==> config.mk <==
export PLATFORM = sky130hd
export DESIGN_NAME = pll_led_supervisor
export DESIGN_NICKNAME = d
export VERILOG_FILES = /design/src/rtl/pll_led_pkg.sv /design/src/rtl/btn_debounce.sv /design/src/rtl/pll_led_supervisor.sv
export SDC_FILE = /design/constraint.sdc
export NUM_CORES = 1
export LEC_CHECK = 0
export BUFFER_PORTS_ARGS = -buffer_cell sky130_fd_sc_hd__buf_2
export CORE_MARGIN = 2
export CORE_UTILIZATION = 60
export CTS_CLUSTER_DIAMETER = 80
export DETAILED_ROUTE_END_ITERATION = 10
export PLACE_DENSITY_LB_ADDON = 0.05
export SETUP_SLACK_MARGIN = 0.1
export SLEW_MARGIN = 25
export SYNTH_ARGS = -nofsm -noshare
export SYNTH_HDL_FRONTEND = slang
export SYNTH_SLANG_ARGS = --single-unit
export TNS_END_PERCENT = 30
==> constraint.sdc <==
create_clock -name sys_CLK -period 5.6 [get_ports sys_CLK]
set_input_delay 1.12 -clock sys_CLK [delete_from_list [all_inputs] [get_ports sys_CLK]]
set_output_delay 1.12 -clock sys_CLK [all_outputs]
set_load 0.1 [all_outputs]
==> src/rtl/pll_led_pkg.sv <==
// pll_led_pkg: shared FSM/display types and pattern helpers for pll_led_supervisor.
package pll_led_pkg;

    typedef enum logic [1:0] {
        PLL_RST   = 2'd0,
        WAIT_LOCK = 2'd1,
        RUN       = 2'd2,
        FAULT     = 2'd3
    } state_t;

    typedef enum logic [1:0] {
        ALL   = 2'd0,
        CHASE = 2'd1,
        COUNT = 2'd2
    } mode_t;

    localparam int MODE_COUNT = 3;

    // Pattern a mode starts from: one-hot bit 0 for CHASE, dark for the others.
    function automatic logic [31:0] mode_init(input mode_t m);
        return (m == CHASE) ? 32'd1 : 32'd0;
    endfunction

    // Button order ALL -> CHASE -> COUNT -> ALL.
    function automatic mode_t mode_next(input mode_t m);
        if (int'(m) >= MODE_COUNT - 1) begin
            return ALL;
        end
        return mode_t'(m + 2'd1);
    endfunction

endpackage

==> src/rtl/btn_debounce.sv <==
// btn_debounce: two-flop synchroniser, stability counter and rising-edge press pulse
// for an asynchronous active-high button.
module btn_debounce #(
    parameter int DEBOUNCE_CYC = 50000
) (
    input  logic clk,
    input  logic rst_n,
    input  logic btn,
    output logic press
);

    localparam int CW = $clog2(DEBOUNCE_CYC + 1);
    localparam logic [CW-1:0] CNT_LAST = CW'(DEBOUNCE_CYC - 1);

    logic          sync_a;
    logic          sync_b;
    logic          level;
    logic [CW-1:0] cnt;

    // Accept a new level once the synced button has differed from it for DEBOUNCE_CYC cycles.
    always_ff @(posedge clk) begin
        if (!rst_n) begin
            sync_a <= 1'b0;
            sync_b <= 1'b0;
            level  <= 1'b0;
            cnt    <= '0;
            press  <= 1'b0;
        end else begin
            sync_a <= btn;
            sync_b <= sync_a;
            press  <= 1'b0;
            if (sync_b == level) begin
                cnt <= '0;
            end else if (cnt == CNT_LAST) begin
                level <= sync_b;
                cnt   <= '0;
                press <= sync_b;
            end else begin
                cnt <= cnt + CW'(1);
            end
        end
    end

endmodule

==> src/rtl/pll_led_supervisor.sv <==
// pll_led_supervisor: PLL reset/lock supervisor with a button-selected N-LED display.
// Optional LED_PWM_EN adds PWM_DUTY and dims the RUN display with an 8-bit PWM counter.
module pll_led_supervisor
    import pll_led_pkg::*;
#(
    parameter int NUM_LEDS     = 4,
    parameter int PLL_RST_CYC  = 1000,
    parameter int LOCK_STABLE  = 256,
    parameter int LOCK_TIMEOUT = 100000,
    parameter int MAX_RETRY    = 3,
    parameter int DEBOUNCE_CYC = 50000,
    parameter int TICK_DIV     = 12000000
`ifdef LED_PWM_EN
    ,
    parameter logic [7:0] PWM_DUTY = 8'd64
`endif
) (
    input  logic                sys_CLK,
    input  logic                sys_RSTN,
    input  logic                pll_LOCKED,
    input  logic                btn1,
    output logic                pll_RSTN,
    output logic [NUM_LEDS-1:0] led,
    output logic                locked_ok,
    output logic                fault
);

    localparam int PH_MAX = (PLL_RST_CYC > LOCK_TIMEOUT) ? PLL_RST_CYC : LOCK_TIMEOUT;
    localparam int PH_W   = $clog2(PH_MAX + 1);
    localparam int ST_W   = $clog2(LOCK_STABLE + 1);
    localparam int RT_W   = $clog2(MAX_RETRY + 1);
    localparam int PS_W   = $clog2(TICK_DIV + 1);

    localparam logic [PH_W-1:0] RST_LAST    = PH_W'(PLL_RST_CYC - 1);
    localparam logic [PH_W-1:0] TO_LAST     = PH_W'(LOCK_TIMEOUT - 1);
    localparam logic [ST_W-1:0] STABLE_LAST = ST_W'(LOCK_STABLE - 1);
    localparam logic [RT_W-1:0] RETRY_MAX   = RT_W'(MAX_RETRY);
    localparam logic [PS_W-1:0] TICK_LAST   = PS_W'(TICK_DIV - 1);

    state_t              state, state_n;
    mode_t               mode, mode_n;
    logic [PH_W-1:0]     phase_cnt, phase_n;
    logic [ST_W-1:0]     stable_cnt, stable_n;
    logic [RT_W-1:0]     retry, retry_n;
    logic [PS_W-1:0]     presc, presc_n;
    logic [NUM_LEDS-1:0] pattern, pattern_n, pattern_adv, run_led;
    logic                lock_meta, lock_sync;
    logic                press, tick, run_stay;

    btn_debounce #(
        .DEBOUNCE_CYC(DEBOUNCE_CYC)
    ) u_btn (
        .clk  (sys_CLK),
        .rst_n(sys_RSTN),
        .btn  (btn1),
        .press(press)
    );

    // Bring the asynchronous PLL lock into the reference clock domain.
    always_ff @(posedge sys_CLK) begin
        if (!sys_RSTN) begin
            lock_meta <= 1'b0;
            lock_sync <= 1'b0;
        end else begin
            lock_meta <= pll_LOCKED;
            lock_sync <= lock_meta;
        end
    end

    // Supervisor and display state registers.
    always_ff @(posedge sys_CLK) begin
        if (!sys_RSTN) begin
            state      <= PLL_RST;
            phase_cnt  <= '0;
            stable_cnt <= '0;
            retry      <= '0;
            mode       <= ALL;
            pattern    <= '0;
            presc      <= '0;
        end else begin
            state      <= state_n;
            phase_cnt  <= phase_n;
            stable_cnt <= stable_n;
            retry      <= retry_n;
            mode       <= mode_n;
            pattern    <= pattern_n;
            presc      <= presc_n;
        end
    end

    // Reset/lock sequencing: timed PLL reset, stable-lock qualification, bounded retries.
    always_comb begin
        state_n  = state;
        phase_n  = phase_cnt + PH_W'(1);
        stable_n = stable_cnt;
        retry_n  = retry;
        case (state)
            PLL_RST: begin
                if (phase_cnt == RST_LAST) begin
                    state_n  = WAIT_LOCK;
                    phase_n  = '0;
                    stable_n = '0;
                end
            end
            WAIT_LOCK: begin
                stable_n = lock_sync ? stable_cnt + ST_W'(1) : '0;
                // A lock that qualifies on the timeout cycle still counts as success.
                if (lock_sync && (stable_cnt == STABLE_LAST)) begin
                    state_n  = RUN;
                    retry_n  = '0;
                    phase_n  = '0;
                    stable_n = '0;
                end else if (phase_cnt == TO_LAST) begin
                    retry_n  = retry + RT_W'(1);
                    phase_n  = '0;
                    stable_n = '0;
                    state_n  = (retry_n < RETRY_MAX) ? PLL_RST : FAULT;
                end
            end
            RUN: begin
                phase_n = '0;
                if (!lock_sync) begin
                    state_n = PLL_RST;
                end
            end
            FAULT: begin
                phase_n = '0;
            end
            default: begin
                state_n = PLL_RST;
                phase_n = '0;
            end
        endcase
    end

    assign run_stay = (state == RUN) && (state_n == RUN);

    // Display prescaler, mode selection and pattern stepping while RUN holds.
    always_comb begin
        tick        = 1'b0;
        presc_n     = '0;
        mode_n      = mode;
        pattern_n   = pattern;
        pattern_adv = pattern;
        case (mode)
            ALL:     pattern_adv = ~pattern;
            CHASE:   pattern_adv = {pattern[NUM_LEDS-2:0], pattern[NUM_LEDS-1]};
            COUNT:   pattern_adv = pattern + NUM_LEDS'(1);
            default: pattern_adv = pattern;
        endcase
        if (run_stay) begin
            tick    = (presc == TICK_LAST);
            presc_n = tick ? '0 : presc + PS_W'(1);
            // A press overrides a coincident tick: restart the new mode's pattern.
            if (press) begin
                mode_n    = mode_next(mode);
                pattern_n = NUM_LEDS'(mode_init(mode_n));
            end else if (tick) begin
                pattern_n = pattern_adv;
            end
        end else if (state_n == RUN) begin
            pattern_n = NUM_LEDS'(mode_init(mode));
        end
    end

`ifdef LED_PWM_EN
    logic [7:0] pwm_cnt;
    logic       pwm_on;

    // Free-running PWM phase for dimming the RUN display.
    always_ff @(posedge sys_CLK) begin
        if (!sys_RSTN) begin
            pwm_cnt <= '0;
        end else begin
            pwm_cnt <= pwm_cnt + 8'd1;
        end
    end

    assign pwm_on  = (pwm_cnt < PWM_DUTY);
    assign run_led = pattern & {NUM_LEDS{pwm_on}};
`else
    assign run_led = pattern;
`endif

    assign pll_RSTN  = (state != PLL_RST);
    assign locked_ok = (state == RUN);
    assign fault     = (state == FAULT);

    // LED bank: pattern in RUN, solid on in FAULT, dark while sequencing.
    always_comb begin
        led = '0;
        case (state)
            RUN:     led = run_led;
            FAULT:   led = '1;
            default: led = '0;
        endcase
    end

endmodule
==> impl_metrics.py, run 1 <==
metrics = {
    "outcome": {
        "outcome": "finished clean",
    },
    "finish": {
        "nets": 481,
        "insertedDiodeCount": 0,
        "fin_area_um2": 4270,
        "area_growth_pct": 8.38,
        "drive_gt1_share_pct": 8.26,
        "postLayoutCoreUtil_pct": 67.3,
        "finalNonFillerCells": 549,
    },
    "global_route": {
        "antenna_found_initial": 0,
        "grt_remaining_overflow": 0,
        "grt_util_met2_pct": 34.4,
        "grt_pass1_wl_um": 12200,
        "grt_pass1_vias": 2792,
        "met1_usage_pct": 26.6,
        "grt_max_degree": 25,
        "grt_usage_pct": 20.7,
        "grt_util_met3_pct": 4.18,
        "grt_busiest_layer": "met2",
    },
    "synthesis": {
        "syn_area_um2": 3940,
        "seq_area_frac_synth_pct": 41.6,
        "synthDominantCellAreaShare_pct": 41.6,
        "ys_types": 57,
        "synth-edff-count": 0,
        "ys_ff_latch": 82,
        "avgSynthCellArea_um2": 8.57,
        "syn-num-nets": 474,
        "yosys.area.top_type": "dfxtp_1",
        "syn_inst": 460,
        "async_flop_share_pct": 0,
        "synth_area_leaders": "dfxtp_1, nor2_1, xnor2_1, xor2_1, nand3_1",
        "ys_warn_count": 0,
        "synth_ff_type": "dfxtp_1",
    },
    "routing": {
        "num_vias": 3078,
        "totalWireLength_um": 7020,
        "drt-initial-drc-count": 123,
        "ant_nets": 0,
        "avgRoutedWirePerCell_um": 12.8,
        "route.detailed.drc": 0,
        "firstDrtPassIters": 4,
        "routed_via_density": 5.61,
    },
    "clock_network": {
        "cts_tree": "yes",
        "cts.root.buffer_cell": "clkbuf_8",
        "post_cts_buffers": 0,
        "cts.path.max_buffers": 2,
        "h-tree-depth": 3,
        "cts_resized": 0,
        "clk_pin_slew_worst_paths_ns": 0.08,
        "cts_hold_buf": 0,
        "cts.sinks": 82,
        "insertion_delay_ns": 0.35,
        "cts_buffers": 9,
    },
    "power": {
        "leakagePower_nw": 1.52,
        "p_total_mw": 1.11,
        "p_per_area_nw_per_um2": 261,
        "peakVddDrop_mv": 0.192,
    },
    "place": {
        "portBuffers": 10,
        "gp_congestion": 0.848,
        "place.detailed.hpwl_um": 4790,
        "place_ws_ns": 2.97,
        "placed_cell_area_um2": 4030,
        "dp_cells": 533,
    },
    "run": {
        "cap_violations": 0,
    },
    "sta": {
        "drv_slew": 0,
        "tns_ns": 0,
        "fin_crit_ns": 2.72,
        "worst_pin_slew_ns": 0.715,
        "setup_ws_ns": 2.88,
        "timing.fmax_mhz": 367,
        "maxSlewHeadroom_pct": 51.9,
        "fin_skew_ns": 0.0136,
        "rsz0062_at_grt": "false",
        "setup_violations": 0,
        "timing.final.crit_share_pct": 48.6,
        "hold_viol_final": 0,
        "whs_ns": 0.441,
    },
    "die": {
        "rows": 29,
        "die_width_um": 85.1,
        "start_util_pct": 62.1,
        "io_pins": 11,
        "die_h_um": 85.1,
        "core_um2": 6350,
        "die_area_um2": 7240,
    },
    "worst_setup_path": {
        "crit_slowest_cell": "dfxtp_1",
        "start_kind": "register",
        "cp.arrival_ns": 1.60,
        "path_cells": "nor2b_1 > buf_2",
        "cp-end-kind": "output port",
        "path_class": "register to output port",
        "critPathBufInv": 1,
        "cp_max_fo": 13,
        "critPathTopFamily": "flip-flops",
        "critPathRequiredTime_ns": 4.48,
        "cpPeakStageDelay_ns": 0.59,
    },
    "worst_hold_path": {
        "timing.hold.worst.class": "register to register",
    },
}
[layout make-up]
class	count	area, um^2
clock inverter	6	113
fill	536	2080
clock buffer	10	128
multi-input combinational	344	2170
timing repair buffer	11	57.6
inverter	19	71.3
sequential	82	1640
tap	77	96.3
[Yosys cell counts (2+ instances only)]
library cell and number:
o21ai_0 10, nor4b_1 2, nor3_1 10, and2_1 10
clkbuf_2 2, nor2b_1 5, nand4_1 13, xor2_1 25
inv_1 19, o211a_1 5, and3_1 19, nand2_1 32
nor4_1 5, o22a_1 2, a31oi_1 2, mux2i_1 3
nand3_1 33, nand4b_1 2, nor2_1 76, nor3b_1 2
and4_1 2, ha_1 10, o21a_1 4, or3_1 5
or4_4 3, xnor2_1 25, a21boi_0 2, dfxtp_1 82
clkbuf_1 10, o211ai_1 4, a21oi_1 10
[metal layers]
metal | wire [um] | vias up
met1 | 3430 | 1435
li1 | - | 1604
met3 | 189 | 7
met4 | 76 | 0
met5 | 0 | -
met2 | 3320 | 32
[report_power, final]
part / leakage (nW) / switching, mW / internal [mW] / total (mW)
Sequential: 0.662 / 0.00355 / 0.586 / 0.590
Combinational: 0.740 / 0.00911 / 0.00437 / 0.0135
Clock: 0.121 / 0.213 / 0.298 / 0.511
[kinds of logic after synthesis]
family	Yosys count	synth area share [%]
buf+inv	34	3.78
compound gates	50	9.30
xor+xnor	50	11.1
mux	4	1.05
simple gates	230	30.0
flops	82	41.6
fa+ha+maj	10	3.17
[path summary, 6_finish.rpt]
path	from	to	slack, ns	cells after the start
max	state[1]	locked_ok	2.88	2
min	lock_meta	lock_sync	0.44	1
max reg2reg	stable_cnt[0]	stable_cnt[6]	2.90	9
min reg2reg	lock_meta	lock_sync	0.44	1
[flip-flops by register name, summed over array words and instances (netlist names)]
name and count:
stable_cnt 9, u_btn.level 1, mode 2, lock_meta 1, u_btn.sync_a 1, lock_sync 1, pattern 4, retry 2
u_btn.cnt 16, presc 24, u_btn.press 1, state 2, u_btn.sync_b 1, phase_cnt 17
[cell usage in the layout, fill, tap and decap left out, types with 13 or more instances in the layout]
cell type,Yosys,final
xor2_1,25,25
nand3_1,33,33
xnor2_1,25,25
nand4_1,13,13
nor2_1,76,76
and3_1,19,19
dfxtp_1,82,82
inv_1,19,19
nand2_1,32,32
Note: power is estimated with default switching activity, not from simulation.
==> run 2: changes to the inputs <==
--- a/config.mk
+++ b/config.mk
@@ -5,9 +5,10 @@
 export SDC_FILE = /design/constraint.sdc
 export NUM_CORES = 1
 export LEC_CHECK = 0
+export ABC_AREA = 1
 export BUFFER_PORTS_ARGS = -buffer_cell sky130_fd_sc_hd__buf_2
 export CORE_MARGIN = 2
-export CORE_UTILIZATION = 60
+export CORE_UTILIZATION = 56
 export CTS_CLUSTER_DIAMETER = 80
 export DETAILED_ROUTE_END_ITERATION = 10
 export PLACE_DENSITY_LB_ADDON = 0.05
==> constraint.sdc (replaced) <==
create_clock -name sys_CLK -period 2.4 [get_ports sys_CLK]
set_input_delay 0.48 -clock sys_CLK [delete_from_list [all_inputs] [get_ports sys_CLK]]
set_output_delay 0.48 -clock sys_CLK [all_outputs]
set_load 0.1 [all_outputs]
==> run 2 against run 1 <==
  * Clock skew is 0.0065 ns lower
  * Power increased by 120%
  * Critical path depth grew 1
  * Worst setup slack got worse by 2.6 ns
  * Largest power group unchanged
  * Cell count grew 22%
  * Cell area up 4.7%
  * Synthesized cell count up 19%
==> impl_metrics.py, run 2 <==
metrics = {
    "worst_setup_path": {
        "cp_max_fo": 6,
        "cp-end-kind": "output port",
        "path_class": "register to output port",
        "critPathRequiredTime_ns": 1.92,
        "cp.arrival_ns": 1.67,
        "start_kind": "register",
    },
    "die": {
        "start_util_pct": 56.9,
        "die_width_um": 89.1,
        "io_pins": 11,
        "rows": 31,
        "die_area_um2": 7950,
        "die_h_um": 89.1,
        "core_um2": 7140,
    },
    "place": {
        "place.detailed.hpwl_um": 5410,
        "portBuffers": 10,
        "gp_congestion": 0.914,
    },
    "global_route": {
        "antenna_found_initial": 0,
        "grt_util_met3_pct": 5.08,
        "grt_usage_pct": 19.9,
        "met1_usage_pct": 24.2,
        "grt_pass1_vias": 3010,
        "grt_max_degree": 25,
        "grt_pass1_wl_um": 12500,
        "grt_remaining_overflow": 0,
        "grt_busiest_layer": "met2",
        "grt_util_met2_pct": 33.4,
    },
    "finish": {
        "drive_gt1_share_pct": 13.5,
        "num-fill-cells": 682,
        "final_cell_mix": "nand2_1, nor2_1, dfxtp_1",
        "area_growth_pct": 10.2,
        "largest_reg_flops": 24,
        "reg_top3": "presc (24), phase_cnt (17), u_btn.cnt (16)",
        "largest-register": "presc",
        "nets": 580,
        "final_common_cell": "nand2_1",
        "insertedDiodeCount": 0,
    },
    "synthesis": {
        "ys_ff_latch": 82,
        "synth_ff_type": "dfxtp_1",
        "synth_top_family_by_area": "simple AND/OR/NAND/NOR gates",
        "seq_area_frac_synth_pct": 40.4,
        "avgSynthCellArea_um2": 7.42,
        "syn-num-nets": 561,
        "synthTopCellsByCount": "nand2_1, nor2_1, dfxtp_1",
        "synth-simple-area-share_pct": 35.1,
        "synth_compound_area_share_pct": 8.91,
        "async_flop_share_pct": 0,
        "synthXorXnorAreaFrac_pct": 5.39,
        "syn_inst": 547,
        "yosys.area.top_type": "dfxtp_1",
        "syn_area_um2": 4060,
        "synthDominantCellAreaShare_pct": 40.4,
        "synth_mux_area_share_pct": 0.247,
        "synth-edff-count": 0,
        "synth_area_leaders": "dfxtp_1, nand2_1, nor2_1, inv_1, a21oi_1",
        "ys_types": 43,
        "synth-adder-area-share_pct": 3.08,
        "synth_most_common_cell": "nand2_1",
        "ys_warn_count": 0,
    },
    "clock_network": {
        "cts.root.buffer_cell": "clkbuf_8",
        "cts.path.max_buffers": 2,
        "cts_buffers": 9,
        "cts_hold_buf": 0,
        "h-tree-depth": 3,
        "cts_tree": "yes",
        "clk_pin_slew_worst_paths_ns": 0.08,
        "insertion_delay_ns": 0.35,
        "cts.sinks": 82,
    },
    "sta": {
        "timing.fmax_mhz": 465,
        "rsz0062_at_grt": "false",
        "whs_ns": 0.301,
        "hold_viol_final": 0,
        "timing.final.crit_share_pct": 89.6,
        "maxSlewHeadroom_pct": 64.4,
        "worst_pin_slew_ns": 0.532,
        "fin_skew_ns": 0.00710,
        "fin_crit_ns": 2.15,
        "setup_violations": 0,
        "drv_slew": 0,
        "tns_ns": 0,
    },
    "routing": {
        "route.detailed.drc": 0,
        "ant_nets": 0,
        "totalWireLength_um": 7480,
        "routed_via_density": 5.15,
        "num_vias": 3451,
        "avgRoutedWirePerCell_um": 11.2,
        "drt-initial-drc-count": 110,
        "firstDrtPassIters": 4,
    },
    "power": {
        "p_per_area_nw_per_um2": 544,
        "peakVddDrop_mv": 0.354,
        "leakagePower_nw": 1.61,
    },
    "worst_hold_path": {
        "timing.hold.worst.class": "input pin to register",
    },
    "outcome": {
        "outcome": "finished clean",
    },
    "run": {
        "cap_violations": 0,
    },
}
[run 2: cell count changes after synthesis, sizes merged, moves of 8 or more]
cell	previous run	this run
inv	19	65
a21oi	11	41
nor2	76	90
and2	12	0
and3	20	2
nand3	33	43
nand2	32	101
nor3b	2	10
clkbuf	13	3
nor3	10	18
xnor2	25	6
[run 2: worst paths after layout]
| kind | start | to | slack [ns] | depth (start not counted) |
|---|---|---|---|---|
| worst max-delay path | state[1] | locked_ok | 0.25 | 3 |
| worst min-delay path | btn1 | u_btn.sync_a | 0.30 | 3 |
| worst max register to register | stable_cnt[1] | pattern[0] | 0.34 | 14 |
| worst min register to register | u_btn.sync_a | u_btn.sync_b | 0.42 | 2 |
[run 2: worst max-delay path: stages, from the launching register on]
cell     delay, ns
dfxtp_1       0.47
inv_2         0.12
nor2_1        0.24
buf_2         0.48
[run 2: layout make-up]
cell class | instances | area [um^2] | share of cell area, %
clock buffers | 11 | 141 | 3.16
clock inverters | 5 | 62.6 | 1.40
inverters | 65 | 244 | 5.45
multi-input cells | 393 | 2170 | 48.5
flip-flops and latches | 82 | 1640 | 36.7
well taps | 99 | 124 | 2.77
repair buffers | 15 | 87.6 | 1.96
[run 2: per-layer routing]
metal	vias to the layer above	part of all wire, %
li1	1820	-
met5	-	0
met2	45	48
met3	11	2.8
met1	1575	48
met4	0	1.5
[run 2: per-stage QoR]
step	total power, mW	utilization [%]	setup slack, ns	cell area, um^2	instances
floorplan	1.43	-	-0.0915	4060	547
global placement	1.44	59.2	0.331	4220	652
CTS	2.47	62.0	0.228	4430	668
detailed placement	1.44	59.2	0.286	4220	652
finish	2.44	62.7	0.249	4470	670
global route	2.52	62.7	0.0796	4470	670
[run 2: cells by family after synthesis]
family,after synthesis
muxes,1
xor gates and xnor gates,25
adders and majority gates,10
and+or+nand+nor,292
buffers and inverters,72
DFF,82
AOI/OAI and AO/OA,65
[run 2: repair_timing]
action	4_1_cts	5_1_grt
buffers inserted	0	2
gates resized for setup	0	11
endpoints found under the setup margin	0	6
[run 2: power by group]
part / total [mW] / internal, mW / leakage [nW] / switching [mW]
logic: 0.0363 / 0.0132 / 0.849 / 0.0231
clock network: 1.03 / 0.515 / 0.0962 / 0.511
registers: 1.37 / 1.37 / 0.663 / 0.00562
==> run 3: changes to the inputs <==
--- a/config.mk
+++ b/config.mk
@@ -8,7 +8,8 @@
 export ABC_AREA = 1
 export BUFFER_PORTS_ARGS = -buffer_cell sky130_fd_sc_hd__buf_2
 export CORE_MARGIN = 2
-export CORE_UTILIZATION = 56
+export CORE_UTILIZATION = 58
+export CTS_BUF_LIST = sky130_fd_sc_hd__clkbuf_2
 export CTS_CLUSTER_DIAMETER = 80
 export DETAILED_ROUTE_END_ITERATION = 10
 export PLACE_DENSITY_LB_ADDON = 0.05
==> run 3 against run 2 <==
  * Sequential share of layout area up 0.82 points
  * Sequential cell count unchanged
  * Die area shrank 3.3%
  * Register-to-register slack is essentially flat
  * Combinational power about the same
  * Core utilization increased by 1.7 points
==> impl_metrics.py, run 3 (synthesis gave the netlist of run 2 again) <==
metrics = {
    "worst_setup_path": {
        "worstSetupStartpoint": "state[1]",
        "critPathRequiredTime_ns": 1.92,
        "crit_path_end": "locked_ok",
        "critical_path_cell_count": 3,
        "path_class": "register to output port",
        "cp-end-kind": "output port",
        "r2r_end": "pattern[3]",
        "cp_max_fo": 6,
        "crit_slowest_cell": "dfxtp_1",
        "start_kind": "register",
        "cp.arrival_ns": 1.75,
        "cpPeakStageDelay_ns": 0.51,
        "timing.rr.start": "stable_cnt[0]",
        "critPathTopFamily": "flip-flops",
        "r2r_slack_ns": 0.34,
        "ff2ff_path_depth": 14,
        "path_cells": "inv_2 > nor2_1 > buf_4",
        "critPathBufInv": 2,
    },
    "place": {
        "dp_cells": 649,
        "place.detailed.hpwl_um": 5470,
        "portBuffers": 10,
        "gp_congestion": 0.869,
    },
    "clock_network": {
        "cts_hold_buf": 0,
        "cts.path.max_buffers": 2,
        "cts.root.buffer_cell": "clkbuf_2",
        "h-tree-depth": 3,
        "cts_tree": "yes",
        "cts.sinks": 82,
        "insertion_delay_ns": 0.51,
        "clk_pin_slew_worst_paths_ns": 0.20,
        "cts_buffers": 9,
    },
    "finish": {
        "reg_top3": "presc (24), phase_cnt (17), u_btn.cnt (16)",
        "insertedDiodeCount": 0,
        "largest-register": "presc",
        "final_cell_mix": "nand2_1, nor2_1, dfxtp_1",
        "num-fill-cells": 589,
        "postLayoutCoreUtil_pct": 64.4,
        "nets": 579,
        "finalNonFillerCells": 666,
        "ff_latch_area_um2": 1640,
        "final_common_cell": "nand2_1",
        "largest_reg_flops": 24,
        "multi_input_area_um2": 2170,
        "drive_gt1_share_pct": 13.0,
        "area_growth_pct": 7.83,
    },
    "global_route": {
        "met1_usage_pct": 26.0,
        "grt_usage_pct": 20.4,
        "grt_max_degree": 25,
        "grt_pass1_vias": 3068,
        "antenna_found_initial": 0,
        "grt_pass1_wl_um": 12700,
        "grt_util_met2_pct": 33.6,
        "grt_remaining_overflow": 0,
        "grt_util_met3_pct": 3.20,
        "grt_busiest_layer": "met2",
    },
    "die": {
        "die_h_um": 87.7,
        "die_width_um": 87.7,
        "die_area_um2": 7680,
        "core_um2": 6790,
        "io_pins": 11,
        "start_util_pct": 59.7,
        "rows": 30,
    },
    "routing": {
        "firstDrtPassIters": 4,
        "ant_nets": 0,
        "drt-initial-drc-count": 104,
        "totalWireLength_um": 7430,
        "num_vias": 3449,
        "avgRoutedWirePerCell_um": 11.2,
        "routed_via_density": 5.18,
        "route.detailed.drc": 0,
    },
    "outcome": {
        "outcome": "finished clean",
    },
    "sta": {
        "timing.final.crit_share_pct": 92.9,
        "timing.fmax_mhz": 449,
        "tns_ns": 0,
        "maxSlewHeadroom_pct": 62.4,
        "fin_crit_ns": 2.23,
        "hold_viol_final": 0,
        "fin_skew_ns": 0.0241,
        "rsz0062_at_grt": "true",
        "setup_violations": 0,
        "worst_pin_slew_ns": 0.562,
        "drv_slew": 0,
        "whs_ns": 0.143,
    },
    "power": {
        "clkPwrFrac_pct": 33.2,
        "peakVddDrop_mv": 0.267,
        "p_switching_mw": 0.488,
        "p_per_area_nw_per_um2": 484,
        "power_frac_comb_pct": 1.7,
        "internal-power_mw": 1.63,
        "leakagePower_nw": 1.58,
        "power_switching_share_pct": 23.0,
        "p_seq_share_pct": 65.0,
    },
    "run": {
        "cap_violations": 0,
    },
    "worst_hold_path": {
        "timing.hold.worst.class": "input pin to register",
    },
}
run 3: worst min-delay path by stage:
stage / from / end / slack [ns] / cells after the start
after CTS: pll_LOCKED / lock_meta / 0.11 / 3
after global routing: btn1 / u_btn.sync_a / 0.13 / 3
final: pll_LOCKED / lock_meta / 0.14 / 3
after detailed placement: u_btn.sync_a / u_btn.sync_b / 0.40 / 2
after global placement: lock_meta / lock_sync / 0.40 / 2
after floorplan: lock_meta / lock_sync / 0.39 / 2
run 3: stage by stage:
| step | power (mW) | setup WS (ns) | instance area, um^2 |
|---|---|---|---|
| 5_1_grt | 2.20 | 0.0821 | 4380 |
| 6_report | 2.12 | 0.171 | 4380 |
| 2_1_floorplan | 1.43 | -0.0915 | 4060 |
| 3_5_place_dp | 1.44 | 0.250 | 4220 |
| 4_1_cts | 2.15 | 0.161 | 4330 |
| 3_3_place_gp | 1.44 | 0.336 | 4220 |
run 3: what timing repair did:
action / CTS / global route
endpoints found under the setup margin: 1 / 13
resized for setup: 1 / 11
pin swaps: 0 / 6
buffers inserted: 0 / 1
run 3: worst register-to-register path: stages (launching register included):
cell,delay (ns)
dfxtp_2,0.42
ha_4,0.16
nand3_2,0.09
nor2_2,0.13
nand3_1,0.09
nor2_1,0.13
ha_2,0.20
nand2_4,0.07
a21oi_2,0.12
nand2_1,0.07
a21oi_2,0.17
nand3_2,0.15
nand2_1,0.08
nand2_1,0.04
nor2_1,0.09
run 3: final cells by class:
class | count | area share, %
Inverter | 65 | 5.57
Timing Repair Buffer | 14 | 1.94
Tap cell | 96 | 2.74
Sequential cell | 82 | 37.6
Multi-Input combinational cell | 393 | 49.7
Clock inverter | 5 | 1.26
Clock buffer | 11 | 1.26
run 3: routing by layer:
layer,vias up,routed length [um]
li1,1822,-
met1,1566,3610
met2,44,3480
met3,17,161
met4,0,180
met5,-,0
run 3: power groups by stage:
stage	Clock, mW	Combinational (mW)	Sequential [mW]
after floorplan	0	0.0252	1.40
after global placement	0	0.0355	1.40
after detailed placement	0	0.0370	1.41
after CTS	0.731	0.0373	1.38
after global routing	0.782	0.0409	1.38
final	0.704	0.0364	1.38
